File: src/rtl/uart_fink_transmitter_pkg.sv
// uart_fink_transmitter_pkg
//   Shared definitions for the Fink-coded UART link (transmitter and receiver).
//   Holds default link parameters, the FSM state encoding and size helpers.
package uart_fink_transmitter_pkg;

    localparam int unsigned MSG_SIZE_DEF   = 6;
    localparam int unsigned STEP_DEF       = 0;
    localparam int unsigned BIT_CYCLES_DEF = 3000;

    typedef enum logic [1:0] {
        ST_IDLE  = 2'd0,
        ST_START = 2'd1,
        ST_DATA  = 2'd2,
        ST_STOP  = 2'd3
    } state_t;

    // Code delay D for a given interleave step.
    function automatic int unsigned code_delay(input int unsigned step);
        return 2 * step + 1;
    endfunction

    // Rate-1/2 coded length including the 2D-bit zero flush.
    function automatic int unsigned coded_size(input int unsigned msg_size,
                                               input int unsigned step);
        return 2 * (msg_size + 2 * code_delay(step));
    endfunction

    // Counter width that stays at least one bit wide when n == 1.
    function automatic int unsigned cnt_width(input int unsigned n);
        return (n > 1) ? $clog2(n) : 1;
    endfunction

endpackage

File: src/rtl/uart_fink_transmitter_encoder.sv
// uart_fink_transmitter_encoder
//   Purely combinational Fink convolutional encoder (rate 1/2).
//   Ports:
//     message  in   MSG_SIZE        payload
//     coded    out  CODED_MSG_SIZE  interleaved info/check bits, coded[0] sent first
module uart_fink_transmitter_encoder
    import uart_fink_transmitter_pkg::*;
#(
    parameter int unsigned MSG_SIZE = MSG_SIZE_DEF,
    parameter int unsigned STEP     = STEP_DEF
) (
    input  logic [MSG_SIZE-1:0]                      message,
    output logic [coded_size(MSG_SIZE, STEP)-1:0]    coded
);

    localparam int unsigned D = code_delay(STEP);
    localparam int unsigned N = MSG_SIZE + 2 * D;

    // 2D zeros below stand in for d[negative], 2D zeros above are the flush.
    // With this padding d[i] = d_pad[i+2D], d[i-D] = d_pad[i+D], d[i-2D] = d_pad[i].
    logic [MSG_SIZE+4*D-1:0] d_pad;

    assign d_pad = {{(2*D){1'b0}}, message, {(2*D){1'b0}}};

    always_comb begin
        coded = '0;
        for (int i = 0; i < int'(N); i++) begin
            coded[2*i]   = d_pad[i+2*D];
            coded[2*i+1] = d_pad[i+D] ^ d_pad[i];
        end
    end

endmodule

File: src/rtl/uart_fink_transmitter.sv
// uart_fink_transmitter
//   Transmit end of the Fink-coded UART link. Latches and encodes a message on
//   start, then sends start bit, coded bits LSB-first, stop bit on tx.
//   Ports:
//     clk      in   1         system clock
//     rst_n    in   1         asynchronous active-low reset
//     start    in   1         one-cycle request, honoured only while busy=0
//     message  in   MSG_SIZE  payload, captured when start is accepted
//     tx       out  1         serial line, idle high (registered)
//     busy     out  1         frame in progress
//     done     out  1         one-cycle pulse after the stop bit
//
//   state    | meaning
//   ST_IDLE  | line high, waiting for start (also the done-pulse cycle)
//   ST_START | start bit (tx=0) for BIT_CYCLES
//   ST_DATA  | coded bits, one per BIT_CYCLES
//   ST_STOP  | stop bit (tx=1) for BIT_CYCLES
module uart_fink_transmitter
    import uart_fink_transmitter_pkg::*;
#(
    parameter int unsigned MSG_SIZE   = MSG_SIZE_DEF,
    parameter int unsigned STEP       = STEP_DEF,
    parameter int unsigned BIT_CYCLES = BIT_CYCLES_DEF
) (
    input  logic                clk,
    input  logic                rst_n,
    input  logic                start,
    input  logic [MSG_SIZE-1:0] message,
    output logic                tx,
    output logic                busy,
    output logic                done
);

    localparam int unsigned CODED = coded_size(MSG_SIZE, STEP);
    localparam int unsigned CW    = cnt_width(BIT_CYCLES);
    localparam int unsigned IW    = $clog2(CODED + 1);

    localparam logic [CW-1:0] CNT_LAST = CW'(BIT_CYCLES - 1);
    localparam logic [IW-1:0] IDX_LAST = IW'(CODED - 1);

    state_t            state_q, state_d;
    logic [CW-1:0]     cnt_q, cnt_d;
    logic [IW-1:0]     idx_q, idx_d;
    logic [CODED-1:0]  shift_q, shift_d;
    logic              tx_q, tx_d;
    logic              busy_q, busy_d;
    logic              done_q, done_d;
    logic [CODED-1:0]  coded_w;
    logic              cnt_last;

    uart_fink_transmitter_encoder #(
        .MSG_SIZE (MSG_SIZE),
        .STEP     (STEP)
    ) u_encoder (
        .message (message),
        .coded   (coded_w)
    );

    assign cnt_last = (cnt_q == CNT_LAST);

    // Outputs are computed one cycle early so every line transition is a flop edge.
    always_comb begin
        state_d = state_q;
        cnt_d   = cnt_q;
        idx_d   = idx_q;
        shift_d = shift_q;
        tx_d    = tx_q;
        busy_d  = busy_q;
        done_d  = 1'b0;

        case (state_q)
            ST_IDLE: begin
                cnt_d  = '0;
                idx_d  = '0;
                tx_d   = 1'b1;
                busy_d = 1'b0;
                if (start && !busy_q) begin
                    shift_d = coded_w;
                    state_d = ST_START;
                    tx_d    = 1'b0;
                    busy_d  = 1'b1;
                end
            end
            ST_START: begin
                if (cnt_last) begin
                    cnt_d   = '0;
                    idx_d   = '0;
                    state_d = ST_DATA;
                    tx_d    = shift_q[0];
                    shift_d = shift_q >> 1;
                end else begin
                    cnt_d = cnt_q + CW'(1);
                end
            end
            ST_DATA: begin
                if (cnt_last) begin
                    cnt_d = '0;
                    if (idx_q == IDX_LAST) begin
                        state_d = ST_STOP;
                        tx_d    = 1'b1;
                    end else begin
                        idx_d   = idx_q + IW'(1);
                        tx_d    = shift_q[0];
                        shift_d = shift_q >> 1;
                    end
                end else begin
                    cnt_d = cnt_q + CW'(1);
                end
            end
            ST_STOP: begin
                if (cnt_last) begin
                    cnt_d   = '0;
                    state_d = ST_IDLE;
                    tx_d    = 1'b1;
                    busy_d  = 1'b0;
                    done_d  = 1'b1;
                end else begin
                    cnt_d = cnt_q + CW'(1);
                end
            end
            default: begin
                state_d = ST_IDLE;
                cnt_d   = '0;
                idx_d   = '0;
                tx_d    = 1'b1;
                busy_d  = 1'b0;
            end
        endcase
    end

    always_ff @(posedge clk or negedge rst_n) begin
        if (!rst_n) begin
            state_q <= ST_IDLE;
            cnt_q   <= '0;
            idx_q   <= '0;
            shift_q <= '0;
            tx_q    <= 1'b1;
            busy_q  <= 1'b0;
            done_q  <= 1'b0;
        end else begin
            state_q <= state_d;
            cnt_q   <= cnt_d;
            idx_q   <= idx_d;
            shift_q <= shift_d;
            tx_q    <= tx_d;
            busy_q  <= busy_d;
            done_q  <= done_d;
        end
    end

    assign tx   = tx_q;
    assign busy = busy_q;
    assign done = done_q;

endmodule
File: config.mk
export PLATFORM = sky130hd
export DESIGN_NAME = uart_fink_transmitter
export DESIGN_NICKNAME = d
export VERILOG_FILES = /design/src/rtl/uart_fink_transmitter_pkg.sv /design/src/rtl/uart_fink_transmitter_encoder.sv /design/src/rtl/uart_fink_transmitter.sv
export SDC_FILE = /design/constraint.sdc
export NUM_CORES = 1
export LEC_CHECK = 0
export CORE_MARGIN = 10
export CORE_UTILIZATION = 53
export CTS_CLUSTER_DIAMETER = 40
export DETAILED_ROUTE_END_ITERATION = 8
export GPL_TIMING_DRIVEN = 1
export HOLD_SLACK_MARGIN = 0.1
export PLACE_DENSITY = 0.77
export SLEW_MARGIN = 25
export SYNTH_ARGS = -nofsm -noshare
export SYNTH_HDL_FRONTEND = slang
export SYNTH_HIERARCHICAL = 1
export SYNTH_SLANG_ARGS = --single-unit
File: constraint.sdc
create_clock -name clk -period 2.1 [get_ports clk]
set_clock_uncertainty 0.15 [all_clocks]
set_input_delay 0.42 -clock clk [delete_from_list [all_inputs] [get_ports clk]]
set_output_delay 0.42 -clock clk [all_outputs]
set_load 0.01 [all_outputs]
==> results.md, run 1 <==
* Synth unique cells at 40
* Reg-to-reg setup timing slack at -0.18 ns
* Yosys warns at 6
* N_diodes at 0
* Fin crit period at between 2 and 2.5 ns
* CTS max path bufs at 2
* Final Max Tran Viols at 0
* Drt wl/cell at 16.1 microns
* Hold buffers post-CTS at 0
* Int Pwr at ~0.0011 W
* Worst VDD drop at between 0.0003 and 0.0004 V
* Commonest non-fill, non-tap cells in the layout: dfrtp_1 (37), mux2_2 (32), buf_4 (30)
* Crit path max fanout at 16
* Post-synth top area cell: dfrtp_1
* RSZ-0062 raised after global routing: true
* Startpoint Class: flip-flop
* Failing checks: setup timing
* Final cell count without fillers at ~290
* Syn Inst Count at ~200
* GRT Total Usage at 0.129
* Global route total overflow at 0
* # setup viols final at 20
* Seq pwr share at 0.532
* Critical-path top delay cell: or4_4
* Worst Slack Setup Final at -0.181 ns
* Synth-to-layout area growth at 25.3%
* Sw power at about 0.00030 W
* Overall routed net length at around 4.6 mm
* Sw frac at 0.210
* Setup CP Type: reg2reg
* CP Data Required Time at 2.13 ns
* CTS clk-pin slew, worst paths at 0.07 ns
* DRT iter0 DRCs at 98
* EDFF count, synth at 0
* Synth area leaders: dfrtp_1 (43%), mux2_2 (18%), ha_1 (4.6%)
* Logic pwr share at 0.058
* DP Area at around 2500 sq um
* CTS tree: built
* P_leak at around 1.2 nW
* Clock sinks at 38
* I/O pin total at 12
* Pwr/cell area at about 530 nW/um^2
* Antenna violations before repair at 0
* Design area at roughly 2700 sq um
* Sequential element share of the synthesized area at 0.440
* CP cell instances: nand4bb_4 -> or4_4 -> a221oi_4 -> buf_12 -> mux2_2
* Residual DRC at 0
* Layout cells sized above 1 at 0.394
* Endpoint class of the critical path: flip-flop
* Routed vias at approximately 1,600
* Avg Cell Area, Syn at roughly 11 sq um
* Top FF cell, synth: dfrtp_1
* Period utilization at 1.09
* Synthesis-stage register bit count at 38
* Final-stage net count at 252
* Chip height at roughly 84 microns
* Initial core utilization at 0.545
* Die Area at 7040 sq um
* Clk pwr share at 0.410
* Routability cong. at about 0.8
* Dpl ws at -0.137 ns
* Cell Area, Synth at around 2200 sq um
* WP data arrival at about 2.3 ns
* Clock root buffer: clkbuf_8
* Most common cell after layout, fill and taps aside: dfrtp_1
* Vias in the first global route at 1,703
* Crit path largest cell delay at between 0.5 and 0.6 ns
* HPWL Detailed at 3.03 mm
* Inserted Clock Buffers at 5
* First-pass GRT wire length at approximately 7.5 mm
* CORE AREA at 3970 sq um
* FP Rows at 23
* FMAX at roughly 440 MHz
* Largest net degree at the start of global routing at 39
* Ys async rst share at 1.00
* Final Hold Violating Endpoints at 0
* Outcome: finished with violations
* # port buffers at 11
* Placed cells at roughly 270
* Worst-Skew Late Latency at between 0.2 and 0.3 ns
* Max cap viols at 0
* Worst min path class: reg2reg
* Die width at 83.9 microns
* CTS H-tree lvls at 2
* Top-area cell type share of the netlist area at 0.427
* TritonRoute pass-1 iters at 4
* Vias per cell at 5.60
* Post-route ant nets at 0
-- critical path: cells and delay by family, from the launching register on --
kind	cells	cell delay, ns
simple gates	2	0.80
buf+inv	1	0.19
flops	1	0.40
mux	1	0.34
compound gates	1	0.28
-- registers in the layout (all words and copies together), names as in the netlist --
| signal | flops |
|---|---|
| state_q | 2 |
| tx | 1 |
| cnt_q | 12 |
| done | 1 |
| shift_q | 16 |
| idx_q | 5 |
| busy | 1 |
-- cell usage after synthesis (3+ instances only) --
library cell	count
a211o_1	3
a31oi_1	3
and3_1	3
buf_4	11
clkbuf_1	5
dfrtp_1	37
ha_1	8
inv_1	6
mux2_2	34
nand2_1	9
nand2b_1	3
nand3_1	7
nor2_1	20
nor2b_1	3
nor3_1	4
xnor2_1	8
xor2_1	7
-- power groups by stage --
stage | Sequential (W) | Combinational, W | Clock, W
global placement | 0.000775 | 0.0000785 | 0
detailed placement | 0.000777 | 0.0000830 | 0
finish | 0.000763 | 0.0000834 | 0.000588
global route | 0.000765 | 0.0000931 | 0.000623
CTS | 0.000763 | 0.0000839 | 0.000601
floorplan | 0.000773 | 0.0000559 | 0
-- timing repair --
item | 4_1_cts | 5_1_grt
resized for setup | 5 | 12
pin swaps | 2 | 4
endpoints found under the setup margin | 20 | 25
buffers inserted | 2 | 5
-- worst paths after layout --
check	end	start	cells past startpoint
min reg2reg	shift_q[2]$_DFFE_PN0P_	shift_q[2]$_DFFE_PN0P_	1
max in group asynchronous	tx$_DFFE_PN1P_	rst_n	2
max reg2reg	shift_q[8]$_DFFE_PN0P_	cnt_q[10]$_DFF_PN0_	5
min in group asynchronous	idx_q[0]$_DFFE_PN0P_	rst_n	2
max	shift_q[8]$_DFFE_PN0P_	cnt_q[10]$_DFF_PN0_	5
min	shift_q[2]$_DFFE_PN0P_	shift_q[2]$_DFFE_PN0P_	1
-- routing by layer --
layer | vias to the layer above | GRT usage | routed length [microns]
met5 | - | 0 | 0
met4 | 0 | 0.0807 | 127
met3 | 16 | 0.0400 | 267
met2 | 53 | 0.217 | 2360
met1 | 780 | 0.138 | 1860
li1 | 752 | - | -
-- kinds of logic after synthesis --
family	Yosys count	synth area share
muxes	35	0.181
AOI/OAI and AO/OA	17	0.0653
xor gates and xnor gates	15	0.0607
DFF	38	0.440
and+or+nand+nor	60	0.143
adders and majority gates	8	0.0462
other	1	0.00173
buffers and inverters	23	0.0624
-- stage by stage --
stage	hold WS, ns	total power (W)	setup TNS (ns)	utilization
CTS	0.358	0.00145	-2.22	0.660
global route	0.380	0.00148	-3.96	0.683
detailed placement	0.341	0.000860	-2.02	0.625
floorplan	-0.0256	0.000828	-2.50	-
finish	0.356	0.00143	-2.92	0.683
global placement	0.334	0.000853	-0.970	0.625
-- final cells by class --
type | instances | area [sq um]
fillers | 270 | 1260
multi-input cells | 138 | 1150
flip-flops and latches | 38 | 952
repair buffers | 46 | 413
clock buffers | 8 | 110
well taps | 50 | 62.6
inverters | 6 | 22.5
No activity file was read; power rests on OpenSTA's default activity.
==> run 2, diff against run 1 <==
SYNTH_HIERARCHICAL = unset   (was 1)
==> run 2 against run 1 <==
Net effect:
- the flow now finishes without violations
- sequential cell count unchanged
- via count down 5.5%
- die area down 3.3%
- global-route usage up 0.41 points
- largest cell class unchanged
==> results.md, run 2 <==
* N_diodes at 0 (unchanged)
* Worst-Skew Late Latency at 0.29 ns (about the same)
* GRT Total Usage at 0.133 (+0.00412)
* Number of flip-flops in the largest register at 16 (unchanged)
* DRT iter0 DRCs at 110 (+12%)
* EDFF count, synth at 0 (unchanged)
* Routability cong. at 0.894 (+13%)
* WP data arrival at 2.09 ns (-0.22 ns)
* Drt wl/cell at 14.7 microns (-9.2%)
* Yosys warns at 0 (-6)
* Inserted Clock Buffers at 5 (unchanged)
* Most flops, register: shift_q
* Worst VDD drop at 0.000348 V (-6.4%)
* Final Hold Violating Endpoints at 0 (unchanged)
* Final-stage net count at 243 (-3.6%)
* Top FF cell, synth: dfrtp_1
* I/O pin total at 12 (unchanged)
* TritonRoute pass-1 iters at 4 (unchanged)
* Crit path max fanout at 8 (-8)
* Startpoint Class: flip-flop
* Most common cell after layout, fill and taps aside: dfrtp_1
* Setup CP Type: reg2reg
* DP Area at 2310 sq um (-7.0%)
* Slew @ Worst Pin at 0.673 ns
* Layout cells sized above 1 at 0.269 (-0.125)
* Final Max Tran Viols at 0 (unchanged)
* Clock root buffer: clkbuf_8
* Worst min path class: reg2reg
* Largest net degree at the start of global routing at 29 (-26%)
* CTS tree: built
* Global route total overflow at 0 (unchanged)
* Endpoint class of the critical path: flip-flop
* Slew margin rel. at 0.551
* Avg Cell Area, Syn at 10.6 sq um (-3.4%)
* CP Data Required Time at 2.12 ns (about the same)
* Vias per cell at 5.50 (-1.7%)
* Die Area at 6810 sq um (-3.3%)
* Max cap viols at 0 (unchanged)
* Synth-to-layout area growth at 21.4%
* Outcome: finished, final reports clean
* First-pass GRT wire length at 7.10 mm (-5.7%)
* Commonest non-fill, non-tap cells in the layout: dfrtp_1 (37), nand2_1 (22), nor2_1 (18)
* Initial core utilization at 0.558 (+0.0122)
* Fin crit period at 2.07 ns (-0.209 ns)
* Chip height at 82.5 microns (-1.7%)
* Synthesis-stage register bit count at 38 (unchanged)
* # setup viols final at 0 (-100%)
* Synth area leaders: dfrtp_1 (45%), mux2_2 (7.1%), ha_1 (4.8%)
* FP Rows at 22 (-4.3%)
* CTS max path bufs at 2 (unchanged)
* CORE AREA at 3720 sq um (-6.4%)
* Cell Area, Synth at 2070 sq um (-4.3%)
* Top-area cell type share of the netlist area at 0.447 (+0.0194)
* FILL cells at 291 (+7.8%)
* Die width at 82.5 microns (-1.7%)
* Ys async rst share at 1.00 (unchanged)
* Residual DRC at 0 (unchanged)
* CTS clk-pin slew, worst paths at 0.08 ns (about the same)
* CTS H-tree lvls at 2 (unchanged)
* # port buffers at 11 (unchanged)
* HPWL Detailed at 2.92 mm (-3.5%)
* FMAX at 483 MHz (+10%)
* Routed vias at 1,513 (-5.5%)
* Overall routed net length at 4.03 mm (-13%)
* Post-route ant nets at 0 (unchanged)
* Post-synth top area cell: dfrtp_1
* Syn Inst Count at 195 (-1.0%)
* Most frequent cell after synthesis: dfrtp_1
* Clock sinks at 38 (unchanged)
* Vias in the first global route at 1,591 (-6.6%)
* P_leak at 1.18 nW (-4.3%)
* Pwr/cell area at 515 nW/um^2 (-2.5%)
* Top Registers: shift_q: 16 flops, cnt_q: 12 flops, idx_q: 5 flops
* Antenna violations before repair at 0 (unchanged)
* Total power at 0.00130 W (-9.6%)
* Period utilization at 0.986 (-0.0998)
* Synth unique cells at 40 (unchanged)
* Design area at 2520 sq um (-7.3%)
* Syn_nets at 212
* Most frequent cells after synthesis: dfrtp_1 (37), nand2_1 (22), nor2_1 (18)
* Sequential element share of the synthesized area at 0.460 (+0.0199)
run 2: cell types whose count changed after synthesis, sizes merged, moves of 4 or more:
| cell | before | now |
|---|---|---|
| mux2 | 34 | 19 |
| buf | 12 | 4 |
| o21ai | 1 | 9 |
| inv | 6 | 10 |
| nand4 | 1 | 6 |
| nand2 | 9 | 22 |
run 2: cell families after synthesis:
logic type               after synthesis  synth area share
flip-flops                            38             0.460
XOR/XNOR                              15            0.0634
buffers and inverters                 18            0.0513
multiplexers                          23             0.133
AO/OA/AOI/OAI                         21            0.0652
AND/OR/NAND/NOR                       72             0.179
adder cells (fa/ha/maj)                8            0.0483
run 2: final cells by class:
cell class	instances	area, sq um	area share
Multi-Input combinational cell	139	1070	0.427
Sequential cell	38	952	0.378
Timing Repair Buffer	32	302	0.120
Clock buffer	7	86.3	0.0343
Tap cell	48	60.1	0.0239
Inverter	10	37.5	0.0149
Clock inverter	1	5.00	0.00199
run 2: metal layers:
layer  track usage  vias to the layer above  routed length [microns]
met5             0                        -                        0
met4        0.0452                        0                       53
met3        0.0432                        6                      154
met2         0.230                       33                     2100
met1         0.153                      740                     1730
li1              -                      734                        -
run 2: worst paths after layout:
kind,start,end,slack (ns),depth (start not counted)
worst max register to register,idx_q[0]$_DFFE_PN0P_,shift_q[7]$_DFFE_PN0P_,0.03,8
max in group asynchronous,rst_n,shift_q[9]$_DFFE_PN0P_,0.70,3
worst min-delay path,cnt_q[0]$_DFF_PN0_,cnt_q[0]$_DFF_PN0_,0.31,1
worst min register to register,cnt_q[0]$_DFF_PN0_,cnt_q[0]$_DFF_PN0_,0.31,1
worst max-delay path,idx_q[0]$_DFFE_PN0P_,shift_q[7]$_DFFE_PN0P_,0.03,8
min in group asynchronous,rst_n,idx_q[2]$_DFFE_PN0P_,0.54,2
run 2: timing repair:
item | CTS | global route
resized for setup | 2 | 6
setup endpoints to repair | 10 | 15
pin swaps | 2 | 0
buffers inserted | 4 | 2
hold buffers | 1 | 0
cloned | 1 | 0
hold endpoints to repair | 25 | 0
run 2: critical path, cell delays in order (launching register included):
cell and delay, ns:
dfrtp_1 0.42, ha_4 0.18, and3_4 0.18, ha_4 0.17, a21oi_4 0.13, o211a_4 0.19
buf_12 0.10, buf_16 0.12, mux2_4 0.30
run 2: report_power, final:
part	switching (W)	internal, W
Clock	0.000255	0.000265
Combinational	0.0000228	0.0000220
Sequential	0	0.000731
Total	0.000277	0.00102
run 2: stage by stage:
step	utilization	setup WS [ns]	setup TNS [ns]	cells	hold slack, ns
5_1_grt	0.677	-0.0183	-0.0611	275	0.338
3_5_place_dp	0.622	-0.00995	-0.0188	260	0.306
3_3_place_gp	0.622	0.0541	0	260	0.304
2_1_floorplan	-	0.00708	0	195	-0.0256
6_report	0.677	0.0290	0	275	0.313
4_1_cts	0.669	-0.0150	-0.0453	274	0.315
==> run 3, diff against run 2 <==
--- a/config.mk
+++ b/config.mk
@@ -6,5 +6,4 @@
 export NUM_CORES = 1
 export LEC_CHECK = 0
-export CORE_MARGIN = 10
 export CORE_UTILIZATION = 53
 export CTS_CLUSTER_DIAMETER = 40
==> constraint.sdc (replaced) <==
create_clock -name clk -period 2.1 [get_ports clk]
set_clock_uncertainty 0.15 [all_clocks]
set_input_delay 0.63 -clock clk [delete_from_list [all_inputs] [get_ports clk]]
set_output_delay 0.63 -clock clk [all_outputs]
set_load 0.01 [all_outputs]
==> run 3 against run 2 <==
Net effect:
- sequential cell count is the same
- wire length shrank 3.0%
- global-route usage grew 8.5 points
- critical path type unchanged
- cell count shrank 1.1%
==> results.md, run 3 (synthesis results as in run 2) <==
* CTS tree: built
* Pwr/cell area at 506 nW/um^2 (-1.8%)
* Clock root buffer: clkbuf_8
* Top Registers: shift_q: 16 flops, cnt_q: 12 flops, idx_q: 5 flops
* FP Rows at 22 (unchanged)
* Initial core utilization at 0.558 (unchanged)
* Startpoint Class: flip-flop
* Routability cong. at 0.826 (-7.6%)
* Layout cells sized above 1 at 0.259 (-0.00979)
* Drt wl/cell at 14.4 microns (-1.9%)
* FMAX at 489 MHz (+1.2%)
* TritonRoute pass-1 iters at 4 (unchanged)
* WP data arrival at 2.07 ns (-0.02 ns)
* DRT iter0 DRCs at 106 (-3.6%)
* Die Area at 4160 sq um (-39%)
* CTS max path bufs at 2 (unchanged)
* RSZ-0062 raised after global routing: false
* Vias per cell at 5.47 (-0.63%)
* Most flops, register: shift_q
* Worst min path class: in2async
* Most common cell after layout, fill and taps aside: dfrtp_1
* Placed cells at 261 (+0.38%)
* Antenna violations before repair at 0 (unchanged)
* Die width at 64.5 microns (-22%)
* Clock sinks at 38 (unchanged)
* GR peak layer: met2
* First-pass GRT wire length at 6.78 mm (-4.5%)
* P_leak at 1.17 nW (-1.2%)
* M2 GR Usage at 0.345 (+0.115)
* Overall routed net length at 3.91 mm (-3.0%)
* GRT Total Usage at 0.218 (+0.0847)
* Post-route ant nets at 0 (unchanged)
* Crit path largest cell delay at 0.39 ns (-0.03 ns)
* Fin crit period at 2.05 ns (-0.0243 ns)
* Met1 GRT Util at 0.274 (+0.122)
* Worst-Skew Late Latency at 0.30 ns (about the same)
* Worst Slack Setup Final at 0.0533 ns (+0.0243 ns)
* # port buffers at 11 (unchanged)
* Worst r2r src: idx_q[0]$_DFFE_PN0P_
* Hold buffers post-CTS at 0 (-1)
* # setup viols final at 0 (unchanged)
* Worst VDD drop at 0.000361 V (+3.6%)
* Routed vias at 1,487 (-1.7%)
* Outcome: finished, final reports clean
* Final-stage net count at 241 (-0.82%)
* Crit path max fanout at 7 (-1)
* Design area at 2470 sq um (-1.7%)
* Final cell count without fillers at 272 (-1.1%)
* Worst r2r path cells at 7 (-1)
* Global route total overflow at 0 (unchanged)
* I/O pin total at 12 (unchanged)
* Synth-to-layout area growth at 19.4%
* Reg-to-reg setup timing slack at 0.05 ns (+0.02 ns)
* DP Area at 2330 sq um (+0.87%)
* Slew margin rel. at 0.716 (+0.165)
* Met3 usage at 0.0599 (+0.0167)
* Critical-path top delay cell: dfrtp_1
* Chip height at 64.5 microns (-22%)
* CP cell instances: ha_2 -> and3_4 -> ha_4 -> a21oi_4 -> o211a_4 -> clkbuf_16 -> mux2_4
* Setup CP Type: reg2reg
* Largest net degree at the start of global routing at 25 (-14%)
* Dpl ws at -0.140 ns (-0.130 ns)
* Total power at 0.00125 W (-3.5%)
* Number of flip-flops in the largest register at 16 (unchanged)
* Period utilization at 0.975 (-0.0116)
* CTS H-tree lvls at 2 (unchanged)
* Commonest non-fill, non-tap cells in the layout: dfrtp_1 (37), nand2_1 (22), nor2_1 (18)
* Residual DRC at 0 (unchanged)
* Endpoint class of the critical path: flip-flop
* Max cap viols at 0 (unchanged)
* Final Max Tran Viols at 0 (unchanged)
* Inserted Clock Buffers at 5 (unchanged)
* HPWL Detailed at 2.77 mm (-5.2%)
* CP Data Required Time at 2.12 ns (about the same)
* Hold Slack at 0.0926 ns (-0.220 ns)
* CTS clk-pin slew, worst paths at 0.07 ns (about the same)
* Slew @ Worst Pin at 0.426 ns (-0.247 ns)
* Vias in the first global route at 1,512 (-5.0%)
* CORE AREA at 3720 sq um (unchanged)
* Final Hold Violating Endpoints at 0 (unchanged)
* N_diodes at 0 (unchanged)
* RR Endpoint: shift_q[15]$_DFFE_PN0P_
-- run 3: per-layer routing --
metal	share of wire	vias to the layer above	wire [microns]
met5	0	-	0
met4	0.017	0	66
met3	0.032	6	127
met2	0.50	24	1960
met1	0.45	730	1750
li1	-	727	-
-- run 3: worst max-delay path by stage --
stage,startpoint,end,slack (ns),depth (start not counted)
global route,cnt_q[0]$_DFF_PN0_,shift_q[11]$_DFFE_PN0P_,0.02,6
detailed placement,start,shift_q[5]$_DFFE_PN0P_,-0.14,6
CTS,idx_q[1]$_DFFE_PN0P_,shift_q[0]$_DFFE_PN0P_,0.007,7
finish,idx_q[0]$_DFFE_PN0P_,shift_q[15]$_DFFE_PN0P_,0.05,7
global placement,start,shift_q[2]$_DFFE_PN0P_,-0.10,6
floorplan,idx_q[0]$_DFFE_PN0P_,shift_q[11]$_DFFE_PN0P_,0.007,8
-- run 3: what timing repair did --
item,in CTS,in global routing
buffers inserted,0,3
pin swaps,1,3
gates resized for setup,3,2
setup endpoints to repair,7,18
cloned,0,1
-- run 3: cell type report --
type	instances	area, sq um
Sequential cell	38	952
Multi-Input combinational cell	139	1060
Fill cell	299	1240
Tap cell	48	60.1
Clock buffer	7	76.3
Timing Repair Buffer	30	289
Inverter	10	37.5
-- run 3: report_power, final --
part           switching (W)  internal (W)
sequential                 0      0.000732
combinational      0.0000223     0.0000222
clock               0.000246      0.000229
total               0.000268      0.000982
-- run 3: critical path: cells and delay by family, from the launching register on --
kind,cells,cell delay [ns]
DFF,1,0.39
adders and majority gates,2,0.37
AOI/OAI and AO/OA,2,0.36
buffers and inverters,1,0.16
and+or+nand+nor,1,0.19
muxes,1,0.30
-- run 3: metrics by stage --
step | TNS [ns] | util
floorplan | 0 | -
global placement | -1.12 | 0.627
detailed placement | -1.79 | 0.627
CTS | 0 | 0.650
global route | 0 | 0.666
finish | 0 | 0.666
